`config.mk`:
```
export PLATFORM = sky130hd
export DESIGN_NAME = accum_coprocessor
export DESIGN_NICKNAME = d
export VERILOG_FILES = /design/src/rtl/accum_pkg.sv /design/src/rtl/accum_rdvalid_pipe.sv /design/src/rtl/accum_coprocessor.sv
export SDC_FILE = /design/constraint.sdc
export NUM_CORES = 1
export LEC_CHECK = 0
export CAP_MARGIN = 20
export CORE_MARGIN = 3
export CORE_UTILIZATION = 45
export CTS_CLUSTER_DIAMETER = 80
export DETAILED_ROUTE_END_ITERATION = 10
export DONT_BUFFER_PORTS = 1
export HOLD_SLACK_MARGIN = 0.08
export PLACE_DENSITY = 0.64
export SLEW_MARGIN = 20
export SYNTH_ARGS = -nofsm -noshare
export SYNTH_HDL_FRONTEND = slang
export SYNTH_SLANG_ARGS = --single-unit
```
`constraint.sdc`:
```
create_clock -name clk -period 3.8 [get_ports clk]
set_input_delay 0.95 -clock clk [delete_from_list [all_inputs] [get_ports clk]]
set_output_delay 0.95 -clock clk [all_outputs]
set_load 0.05 [all_outputs]
```
`src/rtl/accum_pkg.sv`:
```
// Shared definitions for the accumulate coprocessor:
// FSM state encoding, signed saturation bounds, default geometry
// and the accumulate adders (wrapping and saturating).
package accum_pkg;

  localparam int ADDR_W_DEF = 10;
  localparam int RD_LAT_DEF = 2;

  localparam logic [31:0] SAT_MAX = 32'h7FFF_FFFF;
  localparam logic [31:0] SAT_MIN = 32'h8000_0000;

  typedef enum logic [1:0] {
    ST_IDLE   = 2'd0,
    ST_ISSUE  = 2'd1,
    ST_DRAIN  = 2'd2,
    ST_FINISH = 2'd3
  } state_e;

  // Two's complement add, result taken modulo 2^32.
  function automatic logic [31:0] wrap_add(input logic [31:0] a, input logic [31:0] b);
    return a + b;
  endfunction

  // Signed add clamped to SAT_MAX / SAT_MIN when the operands share a sign
  // and the raw sum does not.
  function automatic logic [31:0] sat_add(input logic [31:0] a, input logic [31:0] b);
    logic [31:0] s;
    s = a + b;
    if ((a[31] == b[31]) && (s[31] != a[31])) begin
      return a[31] ? SAT_MIN : SAT_MAX;
    end else begin
      return s;
    end
  endfunction

endpackage

```
`src/rtl/accum_rdvalid_pipe.sv`:
```
// Read-valid delay line: one bit per cycle of RAM latency. A read issued
// in cycle n shows up on 'valid' in cycle n+RD_LAT. The line always
// shifts (it is not gated by the custom-instruction clock enable) because
// the RAM returns data on its own schedule.
module accum_rdvalid_pipe
  import accum_pkg::*;
#(
  parameter int RD_LAT = RD_LAT_DEF
) (
  input  logic clk,
  input  logic reset,
  input  logic issue,
  output logic valid
);

  logic [RD_LAT-1:0] r_vld;

  // Shift the issue flag down the line; reset drops every in-flight read.
  always_ff @(posedge clk) begin
    if (reset) begin
      r_vld <= '0;
    end else begin
      r_vld[0] <= issue;
      for (int k = 1; k < RD_LAT; k++) begin
        r_vld[k] <= r_vld[k-1];
      end
    end
  end

  assign valid = r_vld[RD_LAT-1];

endmodule

```
`src/rtl/accum_coprocessor.sv`:
```
// Nios custom-instruction coprocessor: sums 'datab' consecutive words of
// a data RAM starting at address 'dataa' and returns the signed total.
// Build option: define ACCUM_SATURATE_EN to clamp each addition on signed
// overflow instead of wrapping modulo 2^32.
module accum_coprocessor
  import accum_pkg::*;
#(
  parameter int ADDR_W = ADDR_W_DEF,
  parameter int RD_LAT = RD_LAT_DEF
) (
  input  logic              clk,
  input  logic              reset,
  input  logic              clk_en,
  input  logic              start,
  input  logic [31:0]       dataa,
  input  logic [31:0]       datab,
  output logic [31:0]       result,
  output logic              done,
  output logic [ADDR_W-1:0] rdaddress,
  output logic              rden,
  input  logic [31:0]       rddata
);

  localparam int CNT_W  = ADDR_W + 1;
  localparam int PEND_W = 3;
  // Largest legal transfer: the whole RAM once.
  localparam logic [CNT_W-1:0] MAX_CNT = {1'b1, {ADDR_W{1'b0}}};
  localparam logic [CNT_W-1:0] ONE_CNT = {{ADDR_W{1'b0}}, 1'b1};

  state_e             r_state;
  logic [ADDR_W-1:0]  r_addr;
  logic [CNT_W-1:0]   r_remain;
  logic [31:0]        r_acc;
  logic [31:0]        r_result;
  logic               r_done;
  logic [PEND_W-1:0]  r_pend;

  logic               w_issue;
  logic               w_valid;
  logic               w_drained;
  logic [CNT_W-1:0]   w_req_cnt;
  logic [31:0]        w_sum;
  logic [31:0]        w_acc_next;
  logic [PEND_W-1:0]  w_pend_next;
  logic               w_unused_bits;

  // Upper operand bits carry no meaning for this RAM size.
  assign w_unused_bits = ^{dataa[31:ADDR_W], datab[31:CNT_W]};

  // Requested word count, clamped so a transfer never laps the RAM.
  always_comb begin
    w_req_cnt = datab[ADDR_W:0];
    if (datab[ADDR_W:0] > MAX_CNT) begin
      w_req_cnt = MAX_CNT;
    end else begin
      w_req_cnt = datab[ADDR_W:0];
    end
  end

  // A read goes out only in ISSUE and only while the CPU enables us.
  assign w_issue = (r_state == ST_ISSUE) && clk_en;

  accum_rdvalid_pipe #(
    .RD_LAT (RD_LAT)
  ) u_rdvalid (
    .clk   (clk),
    .reset (reset),
    .issue (w_issue),
    .valid (w_valid)
  );

  // Accumulator adder and next value; data is folded in the cycle it arrives.
  always_comb begin
`ifdef ACCUM_SATURATE_EN
    w_sum = sat_add(r_acc, rddata);
`else
    w_sum = wrap_add(r_acc, rddata);
`endif
    if (w_valid) begin
      w_acc_next = w_sum;
    end else begin
      w_acc_next = r_acc;
    end
  end

  // Outstanding-read bookkeeping; drained once the only read left is the
  // one returning right now.
  always_comb begin
    w_pend_next = r_pend + PEND_W'(w_issue) - PEND_W'(w_valid);
    if (r_pend == PEND_W'(w_valid)) begin
      w_drained = 1'b1;
    end else begin
      w_drained = 1'b0;
    end
  end

  // Free-running in-flight counter and accumulator (not gated by clk_en).
  always_ff @(posedge clk) begin
    if (reset) begin
      r_pend <= {PEND_W{1'b0}};
      r_acc  <= 32'd0;
    end else begin
      r_pend <= w_pend_next;
      if ((r_state == ST_IDLE) && clk_en && start) begin
        r_acc <= 32'd0;
      end else begin
        r_acc <= w_acc_next;
      end
    end
  end

  // Control FSM: every state change is qualified by clk_en.
  always_ff @(posedge clk) begin
    if (reset) begin
      r_state  <= ST_IDLE;
      r_addr   <= {ADDR_W{1'b0}};
      r_remain <= {CNT_W{1'b0}};
      r_result <= 32'd0;
      r_done   <= 1'b0;
    end else if (clk_en) begin
      case (r_state)
        ST_IDLE: begin
          r_done <= 1'b0;
          if (start) begin
            r_addr   <= dataa[ADDR_W-1:0];
            r_remain <= w_req_cnt;
            if (w_req_cnt == {CNT_W{1'b0}}) begin
              r_state  <= ST_FINISH;
              r_result <= 32'd0;
              r_done   <= 1'b1;
            end else begin
              r_state <= ST_ISSUE;
            end
          end
        end
        ST_ISSUE: begin
          // Address increment wraps naturally at ADDR_W bits.
          r_addr   <= r_addr + {{(ADDR_W-1){1'b0}}, 1'b1};
          r_remain <= r_remain - ONE_CNT;
          if (r_remain == ONE_CNT) begin
            r_state <= ST_DRAIN;
          end
        end
        ST_DRAIN: begin
          if (w_drained) begin
            r_state  <= ST_FINISH;
            r_result <= w_acc_next;
            r_done   <= 1'b1;
          end
        end
        ST_FINISH: begin
          r_state <= ST_IDLE;
          r_done  <= 1'b0;
        end
        default: begin
          r_state <= ST_IDLE;
          r_done  <= 1'b0;
        end
      endcase
    end
  end

  assign result    = r_result;
  assign done      = r_done;
  assign rdaddress = r_addr;
  assign rden      = w_issue;

endmodule
```
Word-level counts from Yosys, hierarchy flattened
Cells that the tools add are included.
{ "op_classes": {"addsub": 5, "magnitude_cmp": 1, "n_eq_ne": 9, "muxes": 20, "n_reduce_logical": 13} }
{ "ops": {"columns": ["cell", "n"], "rows": [
  ["32-bit 2-to-1 mux", 4],
  ["32-bit case mux with 2 select lines", 1],
  ["32-bit adder", 1],
  ["11-bit 2-to-1 mux", 2],
  ["11-bit case mux with 2 select lines", 1],
  ["10-bit case mux with 2 select lines", 1],
  ["11-bit by 1-bit equality test with 1-bit output (second input constant)", 1],
  ["11-bit greater-than comparator (second input constant)", 1],
  ["11-bit zero test", 1],
  ["11-bit by 1-bit subtractor with 11-bit output (second input constant)", 1],
  ["10-bit by 1-bit adder with 10-bit output (second input constant)", 1],
  ["10-bit 2-to-1 mux", 1],
  ["2-bit 2-to-1 mux", 4],
  ["2-bit case mux with 4 select lines", 1],
  ["3-bit AND reduction", 2],
  ["5-bit AND reduction", 1],
  ["2-bit equality test (second input constant)", 2],
  ["1-bit 2-to-1 mux", 4],
  ["2-bit by 1-bit != test with 1-bit output (second input constant)", 2],
  ["2-bit != test (second input constant)", 2],
  ["4-bit AND reduction", 1],
  ["2-bit nonzero test", 2],
  ["3-bit by 1-bit adder with 3-bit output", 1],
  ["3-bit by 1-bit equality test with 1-bit output", 1],
  ["other kinds (7)", 9]
]} }
{ "word_totals": {"ff_bits": 93, "output_inout_bits": 44, "elab_cells": 56} }

Logic depth before layout (Yosys ltp)
{ "depth": {"depth_word": 6, "mapped_depth": 11} }

Hierarchy
A second synthesis with hierarchy kept.
{ "hier_totals": {"cells_unflattened": 711, "hier_area_um2": 5676.7} }
{ "modules_own_cells": {"columns": ["module", "n_inst", "cells_per_inst", "area_each_um2", "seq_area_each_um2"], "rows": [
  ["accum_coprocessor", 1, 707, 5624.1, 1821.7],
  ["accum_rdvalid_pipe", 1, 4, 52.6, 40.0]
]} }

Least setup slack after synthesis
No wires, ideal clock.
{ "synth_path": {"path_type": "input to register", "startpoint": "in rddata[14]", "endpoint": "reg r_result[28] (netlist: result[28])", "setup_ps": 128, "arrival_time_ps": 3038, "path_slack_ps": 634, "stages": 9, "n_path_buf": 0, "cell_sequence": "ha_1 -> and3_4 -> nand4_1 -> or3_1 -> or3_4 -> a311o_1 -> nand3b_1 -> mux2i_1 -> o211ai_1"} }
{ "synth_via": {"elab_chain_len": 4} }
{ "synth_lines": {"columns": ["element", "line", "text"], "rows": [
  ["start: declaration", "accum_coprocessor.sv:21", "input logic [31:0] rddata"],
  ["32-bit adder", "accum_pkg.sv:21", "return a + b;"],
  ["32-bit 2-to-1 mux", "accum_coprocessor.sv:79", "if (w_valid) begin"],
  ["32-bit 2-to-1 mux", "accum_coprocessor.sv:145", "if (w_drained) begin"],
  ["32-bit case mux with 2 select lines", "accum_coprocessor.sv:121", "case (r_state)"],
  ["end signal: assignment", "accum_coprocessor.sv:147", "r_result <= w_acc_next;"],
  ["end: declaration", "accum_coprocessor.sv:34", "logic [31:0] r_result;"]
]} }
No other way between the ends. The select of a mux whose other input is x is not followed.
A chain may end at the register's enable or synchronous reset.

Worst setup path in the final report
{ "layout_path": {"startpoint": "in rddata[7]", "endpoint": "reg r_result[26] (netlist: result[26])"} }
Same word-level chain as after synthesis.

==> impl_metrics.toml <==
[setup_path]
r2r-start = "r_acc[17]$_SDFF_PP0_"
required_ps = 4030
crit_fanout = 6
critPathTopFamily = "compound AO/OA/AOI/OAI gates"
cp.depth = 9
cp_slowest_cell = "a2111oi_1"
crit_top_cell = "a211oi_1"
cpPeakStageDelay_ps = 620
crit_type = "primary input to flop"
r2r_cells = 9
path_cells = "ha_1 > a2111oi_1 > inv_1 > a211oi_1 > or3_4 > a31o_4 > a2111oi_4 > a211oi_1 > o21ai_1"
critPathLaunch = "rddata[7]"
worst-path-buf-inv = 1
arrival_ps = 3450
endpoint_kind = "flop"
start_kind = "primary input"

[clocking]
clock-sinks = 93
cts-buffers-inserted = 9
h-tree-depth = 3
clkSlewWorstSetupHoldPaths_ps = 70
cts_root_buffer = "clkbuf_16"
cts_setup_buffers = 0
cts_tree = "built"
clkLatencyLatePin_ps = 350
holdBufCountCts = 0
cts_buffer_depth = 2
cts_resized = 0

[layout]
layout.nets = 853
drive_above_1_share = 0.05021
fin_cells = 885
n_antenna_cell = 0
fill_cells = 1188
area_delta_synth_final_pct = 8.225

[floorplanning]
dieHeight_um = 118.6
pin_count = 144
initial_core_util = 0.4671
fp-row-count = 40
coreArea_sq_mm = 0.01221
dieArea_sq_mm = 0.01406
die_w_um = 118.6

[detailed_routing]
antenna_left = 0
drcViolationCount = 0
vias = 5138
viasPerCell = 5.806
wl_per_cell_um = 16.43
drt_wl_total_um = 14540
drt_first_pass_iters = 5
drtIter0Drc = 400

[placement]
place_inst = 869
place_congestion = 0.8939
dp_hpwl_um = 10590
io_buffers = 0

[sta]
fmax_mhz = 310.4
fin_crit_sh = 0.8478
maxSlewViolCount = 0
fin_worst_skew_ps = 10.32
setup_viol = 0
finalCriticalPeriod_ps = 3222
maxSlewHeadroom = 0.4459
worst_pin_slew_ps = 831.1
hold_viol_final = 0
rsz0062_at_grt = "false"
finalSetupTns_ps = 0

[synthesis]
ys_types = 63
ys_ff_latch = 93
syn-mean-instance-area_sq_um = 7.868
synth.area.top_cells = "dfxtp_1 (33%), ha_1 (8.6%), nor2_1 (6.7%)"
ys_seq_area_frac = 0.3264
synth_flop_cell = "dfxtp_1"
syn_area_sq_mm = 0.005704
synth.top_cell.area_share = 0.3264
synthCells = 725
synth-edff-count = 0
async_reset_ff_frac = 0
yosysTopAreaCell = "dfxtp_1"
synthesis.nets = 866
yosys_warnings = 0

[pwr]
vdd_ir_drop_max_mv = 0.2668
power.density_mw_per_mm2 = 394.3
p_leak_uw = 0.002394

[global_route]
antenna_found_initial = 0
grt-ovfl-total = 0
grt_pass1_wl_um = 23730
first_global_vias = 4913
gr-usage-all-layers = 0.2034
grt_max_degree = 47

[min_path]
hold_start = "u_rdvalid.r_vld[0]$_SDFF_PP0_"
hold_depth = 1
hold_class = "flop to flop"

[outcome]
status = "finished clean"

[job]
drv_cap = 0
==> synth_stat cells, drive strengths merged (4+ instances only) <==
master / instances
a211o: 4
a211oi: 16
a21o: 13
a21oi: 72
a22oi: 4
a31oi: 7
and2: 6
and3: 6
buf: 5
clkbuf: 28
dfxtp: 93
ha: 39
inv: 22
mux2i: 29
nand2: 75
nand2b: 5
nand3: 24
nand4: 8
nor2: 102
nor2b: 12
nor3: 17
nor3b: 4
nor4: 5
o211ai: 6
o21a: 4
o21ai: 41
o21bai: 4
o31ai: 6
or3: 7
xnor2: 15
xor2: 9
==> registers in the layout, summed over array words and instances, names as in the netlist <==
| signal | count |
|---|---|
| r_acc | 32 |
| r_remain | 11 |
| r_state | 2 |
| result | 32 |
| rdaddress | 10 |
| done | 1 |
| u_rdvalid.r_vld | 2 |
| r_pend | 3 |
==> worst reg2reg max path: stages (launching register included) <==
cell and delay, ps:
dfxtp_1 320, ha_1 430, nand2_1 190, nor4_2 450
a22oi_1 190, a21oi_1 210, a211oi_1 120, or4_1 520
a311o_1 350, o211ai_1 90
==> layout make-up <==
class / count / area, sq um / area share
clock buffer: 9 / 225.2 / 0.03648
clock inverter: 7 / 90.09 / 0.01459
inverter: 22 / 82.58 / 0.01338
multi-input combinational: 577 / 3635 / 0.5888
sequential: 93 / 1863 / 0.3018
tap: 168 / 210.2 / 0.03405
timing repair buffer: 9 / 67.56 / 0.01094
==> kinds of logic (layout without fill, tap and decap cells) <==
logic type,count (synthesis),count (layout),share of synthesized area
flops,93,93,0.3264
simple gates,277,277,0.2226
buf+inv,55,47,0.03641
fa+ha+maj,41,41,0.09256
compound gates,205,205,0.2323
mux,30,30,0.05286
xor+xnor,24,24,0.03685
==> stage by stage <==
stage,instance area (sq um),total power (uW),worst slack (ps),hold WS [ps],util
2_1_floorplan,5704,1420,634.1,413.8,-
6_report,6173,2434,578.4,444.3,0.5055
3_3_place_gp,5858,1485,262.1,416.2,0.4797
3_5_place_dp,5858,1496,234.3,435.1,0.4797
4_1_cts,6173,2463,594.6,448.4,0.5055
5_1_grt,6173,2551,316.5,475.1,0.5055
==> final timing paths <==
path	end	slack (ps)
max reg2reg	result[31]$_SDFFE_PP0P_	850
min reg2reg	u_rdvalid.r_vld[1]$_SDFF_PP0_	440
max	result[26]$_SDFFE_PP0P_	580
min	u_rdvalid.r_vld[1]$_SDFF_PP0_	440
==> routing by layer <==
layer / part of all wire / wire, um / track usage
met3: 0.059 / 862 / 0.06172
met2: 0.46 / 6672 / 0.3325
met4: 0.023 / 337 / 0.07386
met1: 0.46 / 6667 / 0.2530
met5: 0 / 0 / 0
==> placed cells by master, fill, tap and decap left out, types with 7 or more instances in the layout <==
cell type	n
inv_1	22
nand4_1	8
nand2_1	75
dfxtp_1	92
nor3_1	17
mux2i_1	29
clkbuf_16	9
nand3_1	24
a21o_1	13
a21oi_1	72
xnor2_1	15
ha_1	39
a211oi_1	16
nor2b_1	12
nor2_1	102
o21ai_0	39
a31oi_1	7
buf_4	9
xor2_1	9
==> report_power, final <==
part           switching (uW)  internal [uW]
sequential               79.6           1010
combinational             245            143
clock                     430            527
No activity file was read; power rests on OpenSTA's default activity.
